`config.mk`:
```
export PLATFORM = sky130hd
export DESIGN_NAME = aes_roundtrip_selftest
export DESIGN_NICKNAME = d
export VERILOG_FILES = /design/src/rtl/aes_roundtrip_selftest.sv
export SDC_FILE = /design/constraint.sdc
export NUM_CORES = 1
export LEC_CHECK = 0
export ABC_AREA = 1
export BUFFER_PORTS_ARGS = -buffer_cell sky130_fd_sc_hd__buf_2
export CAP_MARGIN = 30
export CELL_PAD_IN_SITES_DETAIL_PLACEMENT = 0
export CELL_PAD_IN_SITES_GLOBAL_PLACEMENT = 1
export CORE_AREA = 3 3 312 314
export DETAILED_ROUTE_END_ITERATION = 10
export DIE_AREA = 0 0 315 317
export PLACE_DENSITY_LB_ADDON = 0.1
export SKIP_CTS_REPAIR_TIMING = 1
export SYNTH_ARGS = -nofsm -noshare
export SYNTH_HDL_FRONTEND = slang
export SYNTH_SLANG_ARGS = --single-unit
```
`constraint.sdc`:
```
create_clock -name clk -period 4.85 [get_ports clk]
set_input_delay 1.2125 -clock clk [delete_from_list [all_inputs] [get_ports clk]]
set_output_delay 1.2125 -clock clk [all_outputs]
set_load 0.02 [all_outputs]
```
`src/rtl/aes_roundtrip_selftest.sv`:
```
// Self-test sequencer: walks NUM_VEC plaintexts through external encrypt/decrypt
// cores, checks each round trip and keeps saturating pass/fail counters.
module aes_roundtrip_selftest #(
  parameter int unsigned DATA_W  = 128,
  parameter int unsigned NUM_VEC = 4,
  parameter int unsigned IDX_W   = 2,
  parameter int unsigned TIMEOUT = 32,
  parameter int unsigned CNT_W   = 8
) (
  input  logic              clk,
  input  logic              reset,
  input  logic              start,
  input  logic [1:0]        mode,
  output logic [IDX_W-1:0]  vec_idx,
  input  logic [DATA_W-1:0] vec_pt,
  output logic [1:0]        core_mode,
  output logic              enc_start,
  output logic [DATA_W-1:0] enc_in,
  input  logic              enc_done,
  input  logic [DATA_W-1:0] enc_out,
  output logic              dec_start,
  output logic [DATA_W-1:0] dec_in,
  input  logic              dec_done,
  input  logic [DATA_W-1:0] dec_out,
  output logic              busy,
  output logic              done,
  output logic              all_pass,
  output logic [CNT_W-1:0]  pass_count,
  output logic [CNT_W-1:0]  fail_count,
  output logic              timeout_err,
  output logic              mode_err,
  output logic [DATA_W-1:0] last_cipher,
  output logic [7:0]        disp_byte
);

  localparam int unsigned TMR_W = $clog2(TIMEOUT + 1);

  typedef enum logic [2:0] {
    S_IDLE,
    S_ENC_REQ,
    S_ENC_WAIT,
    S_DEC_REQ,
    S_DEC_WAIT,
    S_CHECK,
    S_NEXT,
    S_DONE
  } state_t;

  state_t              r_state;
  state_t              w_next;
  logic [IDX_W-1:0]    r_vec_idx;
  logic [1:0]          r_core_mode;
  logic [DATA_W-1:0]   r_enc_in;
  logic [DATA_W-1:0]   r_dec_in;
  logic [DATA_W-1:0]   r_last_cipher;
  logic [DATA_W-1:0]   r_dec_cap;
  logic [TMR_W-1:0]    r_timer;
  logic [CNT_W-1:0]    r_pass_count;
  logic [CNT_W-1:0]    r_fail_count;
  logic                r_timeout_err;
  logic                r_done;
  logic                w_start_ok;
  logic                w_tmr_exp;
  logic                w_last_vec;

  function automatic logic [CNT_W-1:0] sat_inc(input logic [CNT_W-1:0] v);
    return (v == '1) ? v : v + CNT_W'(1);
  endfunction

  assign w_start_ok = start && (mode != 2'b11);
  assign w_tmr_exp  = (r_timer == TMR_W'(TIMEOUT - 1));
  assign w_last_vec = (r_vec_idx == IDX_W'(NUM_VEC - 1));

  always_ff @(posedge clk) begin
    if (reset) r_state <= S_IDLE;
    else       r_state <= w_next;
  end

  always_comb begin
    w_next = r_state;
    case (r_state)
      S_IDLE:     if (w_start_ok) w_next = S_ENC_REQ;
      S_ENC_REQ:  w_next = S_ENC_WAIT;
      S_ENC_WAIT: begin
        if (enc_done)       w_next = S_DEC_REQ;
        else if (w_tmr_exp) w_next = S_NEXT;
      end
      S_DEC_REQ:  w_next = S_DEC_WAIT;
      S_DEC_WAIT: begin
        if (dec_done)       w_next = S_CHECK;
        else if (w_tmr_exp) w_next = S_NEXT;
      end
      S_CHECK:    w_next = S_NEXT;
      S_NEXT:     w_next = w_last_vec ? S_DONE : S_ENC_REQ;
      S_DONE:     if (!start) w_next = S_IDLE;
      default:    w_next = S_IDLE;
    endcase
  end

  always_ff @(posedge clk) begin
    if (reset) begin
      r_vec_idx     <= '0;
      r_core_mode   <= '0;
      r_enc_in      <= '0;
      r_dec_in      <= '0;
      r_last_cipher <= '0;
      r_dec_cap     <= '0;
      r_timer       <= '0;
      r_pass_count  <= '0;
      r_fail_count  <= '0;
      r_timeout_err <= 1'b0;
      r_done        <= 1'b0;
    end else begin
      r_done <= (w_next == S_DONE);
      case (r_state)
        S_IDLE: begin
          if (w_start_ok) begin
            r_core_mode   <= mode;
            r_vec_idx     <= '0;
            r_pass_count  <= '0;
            r_fail_count  <= '0;
            r_timeout_err <= 1'b0;
          end
        end
        S_ENC_REQ: begin
          r_enc_in <= vec_pt;
          r_timer  <= '0;
        end
        S_ENC_WAIT: begin
          if (enc_done) begin
            r_last_cipher <= enc_out;
          end else if (w_tmr_exp) begin
            r_timeout_err <= 1'b1;
            r_fail_count  <= sat_inc(r_fail_count);
          end else begin
            r_timer <= r_timer + TMR_W'(1);
          end
        end
        S_DEC_REQ: begin
          r_dec_in <= r_last_cipher;
          r_timer  <= '0;
        end
        S_DEC_WAIT: begin
          if (dec_done) begin
            r_dec_cap <= dec_out;
          end else if (w_tmr_exp) begin
            r_timeout_err <= 1'b1;
            r_fail_count  <= sat_inc(r_fail_count);
          end else begin
            r_timer <= r_timer + TMR_W'(1);
          end
        end
        S_CHECK: begin
          if (r_dec_cap == vec_pt) r_pass_count <= sat_inc(r_pass_count);
          else                     r_fail_count <= sat_inc(r_fail_count);
        end
        S_NEXT: begin
          if (!w_last_vec) r_vec_idx <= r_vec_idx + IDX_W'(1);
        end
        default: ;
      endcase
    end
  end

  // Core inputs follow the source directly during the request cycle, then hold.
  assign enc_start   = (r_state == S_ENC_REQ);
  assign enc_in      = enc_start ? vec_pt : r_enc_in;
  assign dec_start   = (r_state == S_DEC_REQ);
  assign dec_in      = dec_start ? r_last_cipher : r_dec_in;

  assign vec_idx     = r_vec_idx;
  assign core_mode   = r_core_mode;
  assign busy        = (r_state != S_IDLE) && (r_state != S_DONE);
  assign done        = r_done;
  assign all_pass    = r_done && (r_fail_count == '0);
  assign pass_count  = r_pass_count;
  assign fail_count  = r_fail_count;
  assign timeout_err = r_timeout_err;
  assign mode_err    = (r_state == S_IDLE) && start && (mode == 2'b11);
  assign last_cipher = r_last_cipher;
  assign disp_byte   = r_last_cipher[7:0];

endmodule

```
==> results.md, run 1 <==
* FF-to-FF path depth at 7
* Initial antenna violation count at 52
* DRC errors left at 0
* Outcome: finished clean
* Vias in the first global route at 22190
* Post-synth top cells: dfxtp_1 (543), inv_1 (506), a21oi_1 (404)
* Worst Path Class, Setup: reg -> out
* Nets at 4305
* # port buffers at 809
* # rows at 113
* Num CTS Buffers at 70
* Max stage delay cell, worst path: dfxtp_1
* Post-synthesis xor/xnor area fraction at 3.014%
* Htree depth at 3
* CTS tree: done
* Largest stage delay on the critical path at 0.60 ns
* HP Class: reg -> reg
* Pwr dens at 388.2 nW/um^2
* DR top layer: met5
* All-layer global routing usage at 18.62%
* Avg Cell Area, Syn at 7.399 um^2
* Mapped Area at 23830 um^2
* Post-synth EDFFs at 0
* Final Setup Violations at 0
* CTS Buffer Depth at 3
* Clock Latency Late Sink at 0.60 ns
* Syn_nets at 3616
* Max Freq at 237.0 MHz
* Flop and latch count out of synthesis at 543
* Core area at 94870 um^2
* Max-slew headroom at 7.551%
* Yosys warns at 0
* Root Driver: clkbuf_16
* Met3 WL post-DR at 5927 um
* # clock sinks at 543
* Number of routed nets with antenna violations at 0
* Pwr Total at 12.16 mW
* Critical Path End Type: output pin
* DRT Wirelength at 97600 um
* Io pins at 810
* Async set-or-reset flop fraction in the synthesized netlist at 0%
* Layout area overhead at 31.44%
* Met1 wire length at 38440 um
* Yosys cell types at 36
* Grt total ovfl at 0
* Die H at 317 um
* First-pass GRT wire length at 141300 um
* Crit Path Max Fanout at 71
* LEAKAGE at 15.67 nW
* Routed vias at 22910
* Cell taking the most area after synthesis: dfxtp_1
* Detail Placement HPWL at 70780 um
* First-pass DRT Iterations at 5
* Mapped Cells at 3220
* Most frequent cell after synthesis: dfxtp_1
* Final Skew at 0.02318 ns
* Worst slew pin tran at 1.387 ns
* Startpoint types: register
* Worst VDD drop at 0.0002406 V
* Yosys top cell area share at 45.63%
* Final Max Slew Viols at 0
* Initial core utilization at 25.11%
* Die W at 315 um
* Synth Flop Type: dfxtp_1
* Hold Violations, Final at 0
* DR iter-0 viols at 1110
* Critical-path cell list: nor2_1 -> inv_2 -> nor2_4 -> inv_4 -> buf_12 -> o21ai_1 -> inv_1 -> buf_2
* Synth area leaders: dfxtp_1 (46%), a21oi_1 (8.5%), inv_1 (8.0%)
* Synth Area in Compound Gates at 18.41%
* Setup TNS Final at 0 ns
* RSZ-0062 raised after global routing: false
* Largest family of logic cells by synthesized area: simple AND/OR/NAND/NOR gates
* Largest net degree at the start of global routing at 189
* Met2 wire len at 49810 um
* Worst EP required at 3.64 ns
* Fin crit share at 87.00%
* Worst EP arrival at 3.01 ns
* Area share of fa/ha/maj cells after synthesis at 0.2626%
* Mux cell area share after synthesis at 0%
* Die area at 99860 um^2
* Clock-pin slew on the worst setup and hold paths at 0.05 ns
* Routability Congestion at 0.8115
* Worst hold path stage count at 2
* Seq/Total Area, Yosys at 45.63%
* Layout cells sized above 1 at 31.46%
* Max-cap violation count at 0
* Vias per inst at 4.364
* Period minus WS final at 4.219 ns
* DR WL/cell at 18.59 um
* # fillers at 10570
* Post-Synth Simple-Gate Area at 20.32%
==> cell type report <==
cell class | instances | area, um^2 | area share (%)
Clock buffer | 113 | 2208 | 7.052
Antenna cell | 24 | 60.06 | 0.1918
Inverter | 545 | 2051 | 6.549
Clock inverter | 10 | 143.9 | 0.4595
Sequential cell | 543 | 10870 | 34.71
Tap cell | 1265 | 1583 | 5.054
Timing Repair Buffer | 827 | 4367 | 13.94
Multi-Input combinational cell | 1922 | 10030 | 32.04
==> power by group <==
part           switching [mW]  internal, mW  leakage, nW
logic                    1.36         0.726         10.1
registers              0.0860          4.65         4.40
clock network            2.06          3.27         1.16
total                    3.51          8.65         15.7
==> metrics by stage <==
step | instances | util [%] | instance area [um^2] | hold WS [ns] | worst slack (ns)
5_1_grt | 5240 | 32.98 | 31290 | 0.4752 | 0.4141
3_3_place_gp | 5101 | 30.44 | 28880 | 0.4457 | 1.308
2_1_floorplan | 3220 | - | 23830 | 0.4363 | 1.798
4_1_cts | 5224 | 32.92 | 31230 | 0.4577 | 0.5784
3_5_place_dp | 5101 | 30.44 | 28880 | 0.4492 | 1.251
6_report | 5249 | 33.01 | 31320 | 0.4562 | 0.6307
==> worst max-delay path, delay by kind of cell, from the launching register on <==
kind / cells / cell delay, ns
buf+inv: 5 / 1.24
flops: 1 / 0.60
simple gates: 2 / 0.21
compound gates: 1 / 0.15
==> kinds of logic (layout without fill, tap and decap cells) <==
| logic type | count (synthesis) | count (layout) |
|---|---|---|
| AO/OA/AOI/OAI | 806 | 806 |
| XOR/XNOR | 82 | 82 |
| adder cells (fa/ha/maj) | 5 | 5 |
| buffers and inverters | 755 | 1495 |
| flip-flops | 543 | 543 |
| other | 0 | 24 |
| AND/OR/NAND/NOR | 1029 | 1029 |
==> state kept, by name, summed over array words and instances, names as in the netlist <==
signal	flops
vec_idx	2
r_timer	6
r_dec_cap	128
last_cipher	128
fail_count	8
r_enc_in	128
pass_count	8
timeout_err	1
r_dec_in	128
done	1
r_state	3
core_mode	2
==> layer usage <==
metal,vias to the layer above,GRT usage (%)
met5,-,0
met4,26,7.282
met3,191,5.005
met2,553,32.95
met1,10510,21.28
li1,11620,-
==> path summary, 6_finish.rpt <==
| kind | start | end | slack (ns) |
|---|---|---|---|
| worst max register to register | r_state[2] | pass_count[1] | 2.20 |
| worst min-delay path | r_dec_cap[54] | r_dec_cap[54] | 0.46 |
| worst max-delay path | r_state[2] | dec_in[93] | 0.63 |
| worst min register to register | r_dec_cap[54] | r_dec_cap[54] | 0.46 |
==> layout by cell type, fill, tap and decap left out, types with 2 or more instances in the layout <==
cell and instances:
inv_2 38, nand4_1 23, clkbuf_16 74, a211oi_1 129
nor2_4 2, inv_4 2, nor3_4 2, bufinv_16 3
clkbuf_1 18, a21oi_1 404, inv_1 505, nand3_1 144
clkbuf_8 21, buf_2 807, diode_2 24, nor2_2 4
or2_2 256, o21ai_0 135, inv_6 2, dfxtp_1 543
nor3b_1 5, buf_12 12, nor2_1 213, ha_1 5
buf_4 6, xor2_1 5, nand2_2 5, nand2_1 365
nor3_1 4, xnor2_1 77, o21ai_1 130, clkinv_2 4
a41oi_1 3
Note: power is estimated with default switching activity, not from simulation.
==> run 2, diff against run 1 <==
RECOVER_POWER = 50   (was not set)
==> run 2 against run 1 <==
The run now ends with capacitance limit, slew limit left. Routed wire length is 0.33% higher. Core utilization is 0.10 points lower. Worst hold slack about the same. Setup slack got worse by 0.095 ns. Non-clock buffer count unchanged. Clock skew increased by 0.0014 ns. Fmax shrank 2.2%. Final cell count unchanged. Clock-buffer cell count did not move. Combinational power barely moved. Sequential cell count unchanged.
==> results.md, run 2 (synthesis results as in run 1) <==
* Final Skew at 0.02453 ns (+0.001356 ns)
* Final instance area at 31220 um^2 (-0.31%)
* Internal power at 8.638 mW (about the same)
* Crit Path Max Fanout at 172 (+140%)
* Finished Core Util at 32.91% (-0.10 points)
* Clock-pin slew on the worst setup and hold paths at 0.06 ns (about the same)
* Vias per inst at 4.363 (about the same)
* Most frequent cells in the layout: buf_2 (786), dfxtp_1 (543), inv_1 (510)
* Hold-critical path endpoint: r_dec_cap[54]
* Layout area overhead at 31.03%
* Core area at 94870 um^2 (unchanged)
* Die W at 315 um (unchanged)
* Die H at 317 um (unchanged)
* First-pass DRT Iterations at 6 (+1)
* DRC errors left at 0 (unchanged)
* Vias in the first global route at 22190 (unchanged)
* Worst Path Class, Setup: in -> reg
* RSZ-0062 raised after global routing: false
* FF-to-FF path depth at 7 (unchanged)
* Worst EP arrival at 4.67 ns (+1.66 ns)
* Routability Congestion at 0.8115 (unchanged)
* Setup slack, reg-to-reg at 2.13 ns (-0.07 ns)
* DRT Wirelength at 97930 um (+0.33%)
* Grt total ovfl at 0 (unchanged)
* Nets at 4305 (unchanged)
* Max-slew headroom at -66.49% (-74 points)
* Die area at 99860 um^2 (unchanged)
* DR iter-0 viols at 1095 (-1.4%)
* Commonest non-fill, non-tap cell in the layout: buf_2
* First-pass GRT wire length at 141300 um (unchanged)
* Critical Path End Type: register
* Comb power frac at 17.1% (about the same)
* Number of routed nets with antenna violations at 0 (unchanged)
* Hold Violations, Final at 0 (unchanged)
* Pwr dens at 389.5 nW/um^2 (+0.35%)
* P_sw at 3.521 mW (+0.32%)
* Final Setup Violations at 0 (unchanged)
* Largest net degree at the start of global routing at 189 (unchanged)
* # fillers at 10580 (+0.17%)
* Setup TNS Final at 0 ns (unchanged)
* Worst EP required at 5.21 ns (+1.57 ns)
* CTS Buffer Depth at 3 (unchanged)
* Dpl cells at 5101 (unchanged)
* Worst VDD drop at 0.0002416 V (+0.43%)
* Crit path setup slack, layout at 0.5358 ns (-0.09497 ns)
* Pwr Total at 12.16 mW (about the same)
* Max-cap violation count at 4 (+4)
* # port buffers at 809 (unchanged)
* Final Max Slew Viols at 401 (+401)
* Sequential share of power at 39.0% (about the same)
* # clock sinks at 543 (unchanged)
* Fin crit share at 88.95% (+2.0 points)
* CTS tree: done
* Detail Placement HPWL at 70780 um (unchanged)
* Worst hold path stage count at 2 (unchanged)
* Hold Slack at 0.4566 ns (+0.0004370 ns)
* Worst slack, placed at 1.251 ns (unchanged)
* Clock share of power at 43.9% (about the same)
* Initial antenna violation count at 52 (unchanged)
* DR WL/cell at 18.66 um (+0.33%)
* Worst slew pin tran at 2.497 ns (+1.111 ns)
* Hold Startpoint: r_dec_cap[54]
* Switching share of total power at 28.96% (+0.083 points)
* Outcome: finished with violations
* LEAKAGE at 15.56 nW (-0.75%)
* Htree depth at 3 (unchanged)
* Placed Area at 28880 um^2 (unchanged)
* Layout cells sized above 1 at 30.76% (-0.71 points)
* Failing checks: capacitance limit, slew limit
* Routed vias at 22900 (-0.031%)
* Reg2Reg Capture Point: pass_count[3]
* Num CTS Buffers at 70 (unchanged)
* All-layer global routing usage at 18.62% (unchanged)
* # rows at 113 (unchanged)
* Io pins at 810 (unchanged)
* Root Driver: clkbuf_16
* Startpoint types: input port
* Origin of the critical flop-to-flop path: r_state[2]
* Period minus WS final at 4.314 ns (+0.09497 ns)
* HP Class: reg -> reg
* Final Non-Filler Cells at 5249 (unchanged)
* Initial core utilization at 25.11% (unchanged)
* Clock Latency Late Sink at 0.60 ns (about the same)
* Max Freq at 231.8 MHz (-2.2%)
## run 2: cell types whose count changed in the layout (fill, tap and decap cells not counted), moves of 2 or more
cell      change
clkbuf_1     +23
buf_2        -21
inv_1         +5
inv_2         -4
clkbuf_2      +3
buf_12        -2
buf_4         -2
## run 2: power by group through the flow
stage | registers [mW] | clock network, mW | logic [mW]
2_1_floorplan | 4.86 | 0 | 1.26
3_3_place_gp | 4.83 | 0 | 2.13
3_5_place_dp | 4.84 | 0 | 2.12
4_1_cts | 4.74 | 5.55 | 2.13
5_1_grt | 4.76 | 5.71 | 2.30
6_report | 4.74 | 5.34 | 2.08
## run 2: area by class of cell
class | count | area [um^2] | area share [%]
multi-input combinational | 1922 | 10030 | 32.13
tap | 1265 | 1583 | 5.070
sequential | 543 | 10870 | 34.82
clock buffer | 113 | 2208 | 7.074
antenna | 24 | 60.06 | 0.1924
timing repair buffer | 827 | 4273 | 13.69
inverter | 545 | 2048 | 6.561
clock inverter | 10 | 143.9 | 0.4609
## run 2: how the worst max path moves through the flow
stage	start	slack, ns	depth (start not counted)	end
global placement	r_state[2]	1.31	8	dec_in[74]
detailed placement	r_state[2]	1.25	8	dec_in[74]
global route	r_state[2]	0.41	8	dec_in[36]
CTS	r_state[2]	0.58	8	dec_in[74]
floorplan	mode[0]	1.80	2	mode_err
finish	reset	0.54	3	r_dec_in[56]
## run 2: metal layers
| metal | wire length [um] | vias up | global-route usage, % |
|---|---|---|---|
| met4 | 3175 | 26 | 7.282 |
| met5 | 172 | - | 0 |
| met1 | 38560 | 10510 | 21.28 |
| met2 | 49950 | 559 | 32.95 |
| li1 | - | 11620 | - |
| met3 | 6068 | 187 | 5.005 |
## run 2: worst max-delay path, stage by stage
cell and delay, ns:
clkbuf_2 1.06, clkbuf_4 1.56, nor2_1 0.24
==> run 3, diff against run 2 <==
PLACE_DENSITY = 0.58   (was not set)
PLACE_DENSITY_LB_ADDON = not set   (was 0.1)
SKIP_LAST_GASP = 1   (was not set)
==> run 3 against run 2 <==
The flow still finishes with violations (capacitance limit, slew limit). Power is 1.3% lower. Non-clock buffer count rose by 16. Final cell count rose by 0.36%. Fmax grew 0.80%. Sequential share of layout area decreased by 0.077 points. Largest cell class unchanged.
==> results.md, run 3 (synthesis results as in run 1) <==
* Startpoint types: register
* Routability Congestion at 0.8580 (+5.7%)
* First-pass GRT wire length at 139800 um (-1.1%)
* # fillers at 10460 (-1.2%)
* Num CTS Buffers at 70 (unchanged)
* Setup slack, reg-to-reg at 0.72 ns (-1.41 ns)
* # clock sinks at 543 (unchanged)
* Hold Slack at 0.4556 ns (-0.001009 ns)
* Io pins at 810 (unchanged)
* Dpl cells at 5118 (+0.33%)
* Die area at 99860 um^2 (unchanged)
* Worst EP required at 3.64 ns (-1.57 ns)
* Vias in the first global route at 21850 (-1.5%)
* Crit path setup slack, layout at 0.5701 ns (+0.03434 ns)
* Critical Path End Type: output pin
* Clock Latency Late Sink at 0.62 ns (+0.02 ns)
* # port buffers at 809 (unchanged)
* Outcome: finished with violations
* Final Setup Violations at 0 (unchanged)
* Fin crit share at 88.25% (-0.71 points)
* Final Skew at 0.01704 ns (-0.007498 ns)
* FF-to-FF path depth at 6 (-1)
* Setup crit end: enc_in[60]
* Most frequent cells in the layout: buf_2 (808), dfxtp_1 (543), inv_1 (531)
* Worst Path Class, Setup: reg -> out
* Final Max Slew Viols at 345 (-14%)
* Layout area overhead at 31.32%
* Worst slack, placed at 1.238 ns (-0.01277 ns)
* Finished Core Util at 32.98% (+0.072 points)
* First-pass DRT Iterations at 7 (+1)
* Clock-pin slew on the worst setup and hold paths at 0.05 ns (about the same)
* Die W at 315 um (unchanged)
* LEAKAGE at 15.67 nW (+0.75%)
* Htree depth at 3 (unchanged)
* Largest net degree at the start of global routing at 176 (-6.9%)
* Grt total ovfl at 0 (unchanged)
* Detail Placement HPWL at 70860 um (+0.11%)
* Nets at 4321 (+0.37%)
* Failing checks: capacitance limit, slew limit
* Commonest non-fill, non-tap cell in the layout: buf_2
* Register Area at 10870 um^2 (unchanged)
* Die H at 317 um (unchanged)
* Max-slew headroom at -139.6% (-73 points)
* DR WL/cell at 18.41 um (-1.3%)
* # rows at 113 (unchanged)
* DRT Wirelength at 96970 um (-0.98%)
* Reg2Reg Capture Point: last_cipher[97]
* All-layer global routing usage at 18.51% (-0.10 points)
* Initial antenna violation count at 48 (-7.7%)
* Worst EP arrival at 3.07 ns (-1.60 ns)
* Number of routed nets with antenna violations at 0 (unchanged)
* Worst slew pin tran at 3.594 ns (+1.097 ns)
* DRC errors left at 0 (unchanged)
* Pwr dens at 383.5 nW/um^2 (-1.5%)
* Core area at 94870 um^2 (unchanged)
* Setup TNS Final at 0 ns (unchanged)
* Origin of the critical flop-to-flop path: r_state[2]
* Routed vias at 23010 (+0.50%)
* Crit Path Max Fanout at 68 (-60%)
* CP Launch Point: r_state[0]
* RSZ-0062 raised after global routing: false
* Vias per inst at 4.369 (+0.14%)
* Footprint of the multi-input gates at 10010 um^2 (-0.17%)
* CTS Buffer Depth at 3 (unchanged)
* Period minus WS final at 4.280 ns (-0.03434 ns)
* Hold Violations, Final at 0 (unchanged)
* CTS tree: done
* Initial core utilization at 25.11% (unchanged)
* Root Driver: clkbuf_16
* Max-cap violation count at 3 (-1)
* Final Non-Filler Cells at 5268 (+0.36%)
* DR iter-0 viols at 1347 (+23%)
* Worst VDD drop at 0.0001961 V (-19%)
* Max Freq at 233.7 MHz (+0.80%)
* Layout cells sized above 1 at 30.82% (+0.060 points)
* HP Class: reg -> reg
run 3: cell types whose count changed in the layout (fill, tap and decap cells not counted), moves of 4 or more:
cell and change:
buf_4 +10, clkbuf_1 -16, o21ai_0 +38, diode_2 +4, o21ai_1 -38, clkbuf_8 -6
buf_2 +22, inv_1 +21, inv_2 -22, clkinv_2 +4
run 3: worst min-delay path by stage:
stage | startpoint | to | slack (ns) | cells past startpoint
3_3_place_gp | r_dec_cap[54] | r_dec_cap[54] | 0.45 | 2
6_report | r_dec_cap[94] | r_dec_cap[94] | 0.46 | 2
2_1_floorplan | r_dec_cap[102] | r_dec_cap[102] | 0.44 | 2
3_5_place_dp | r_dec_cap[30] | r_dec_cap[30] | 0.45 | 2
4_1_cts | r_dec_cap[30] | r_dec_cap[30] | 0.46 | 2
5_1_grt | r_dec_cap[30] | r_dec_cap[30] | 0.47 | 2
run 3: metal layers:
metal	global-route usage, %	wire (um)
met5	0	78
met4	7.908	3685
met3	4.555	5093
met2	31.34	47690
met1	22.33	40430
run 3: through the flow:
stage	instance area (um^2)	power (mW)
6_report	31290	12.00
5_1_grt	31270	12.59
4_1_cts	31310	12.24
3_5_place_dp	29030	6.946
3_3_place_gp	29010	6.945
2_1_floorplan	23830	6.121
run 3: area by class of cell:
| class | instances | area share (%) |
|---|---|---|
| Clock inverter | 14 | 0.4039 |
| Sequential cell | 543 | 34.74 |
| Clock buffer | 108 | 6.874 |
| Timing Repair Buffer | 843 | 14.14 |
| Inverter | 545 | 6.550 |
| Tap cell | 1265 | 5.059 |
| Antenna cell | 28 | 0.2239 |
| Multi-Input combinational cell | 1922 | 32.01 |
run 3: critical path, stage by stage (launching register included):
cell     delay (ns)
dfxtp_1        0.49
nand2_1        0.14
nor2_1         0.65
buf_12         0.28
buf_12         0.28
or2_2          0.16
inv_1          0.04
a21oi_1        0.17
buf_2          0.20
run 3: where the power goes:
part | switching [mW] | internal, mW
sequential | 0.0818 | 4.65
combinational | 1.34 | 0.734
clock | 2.08 | 3.10
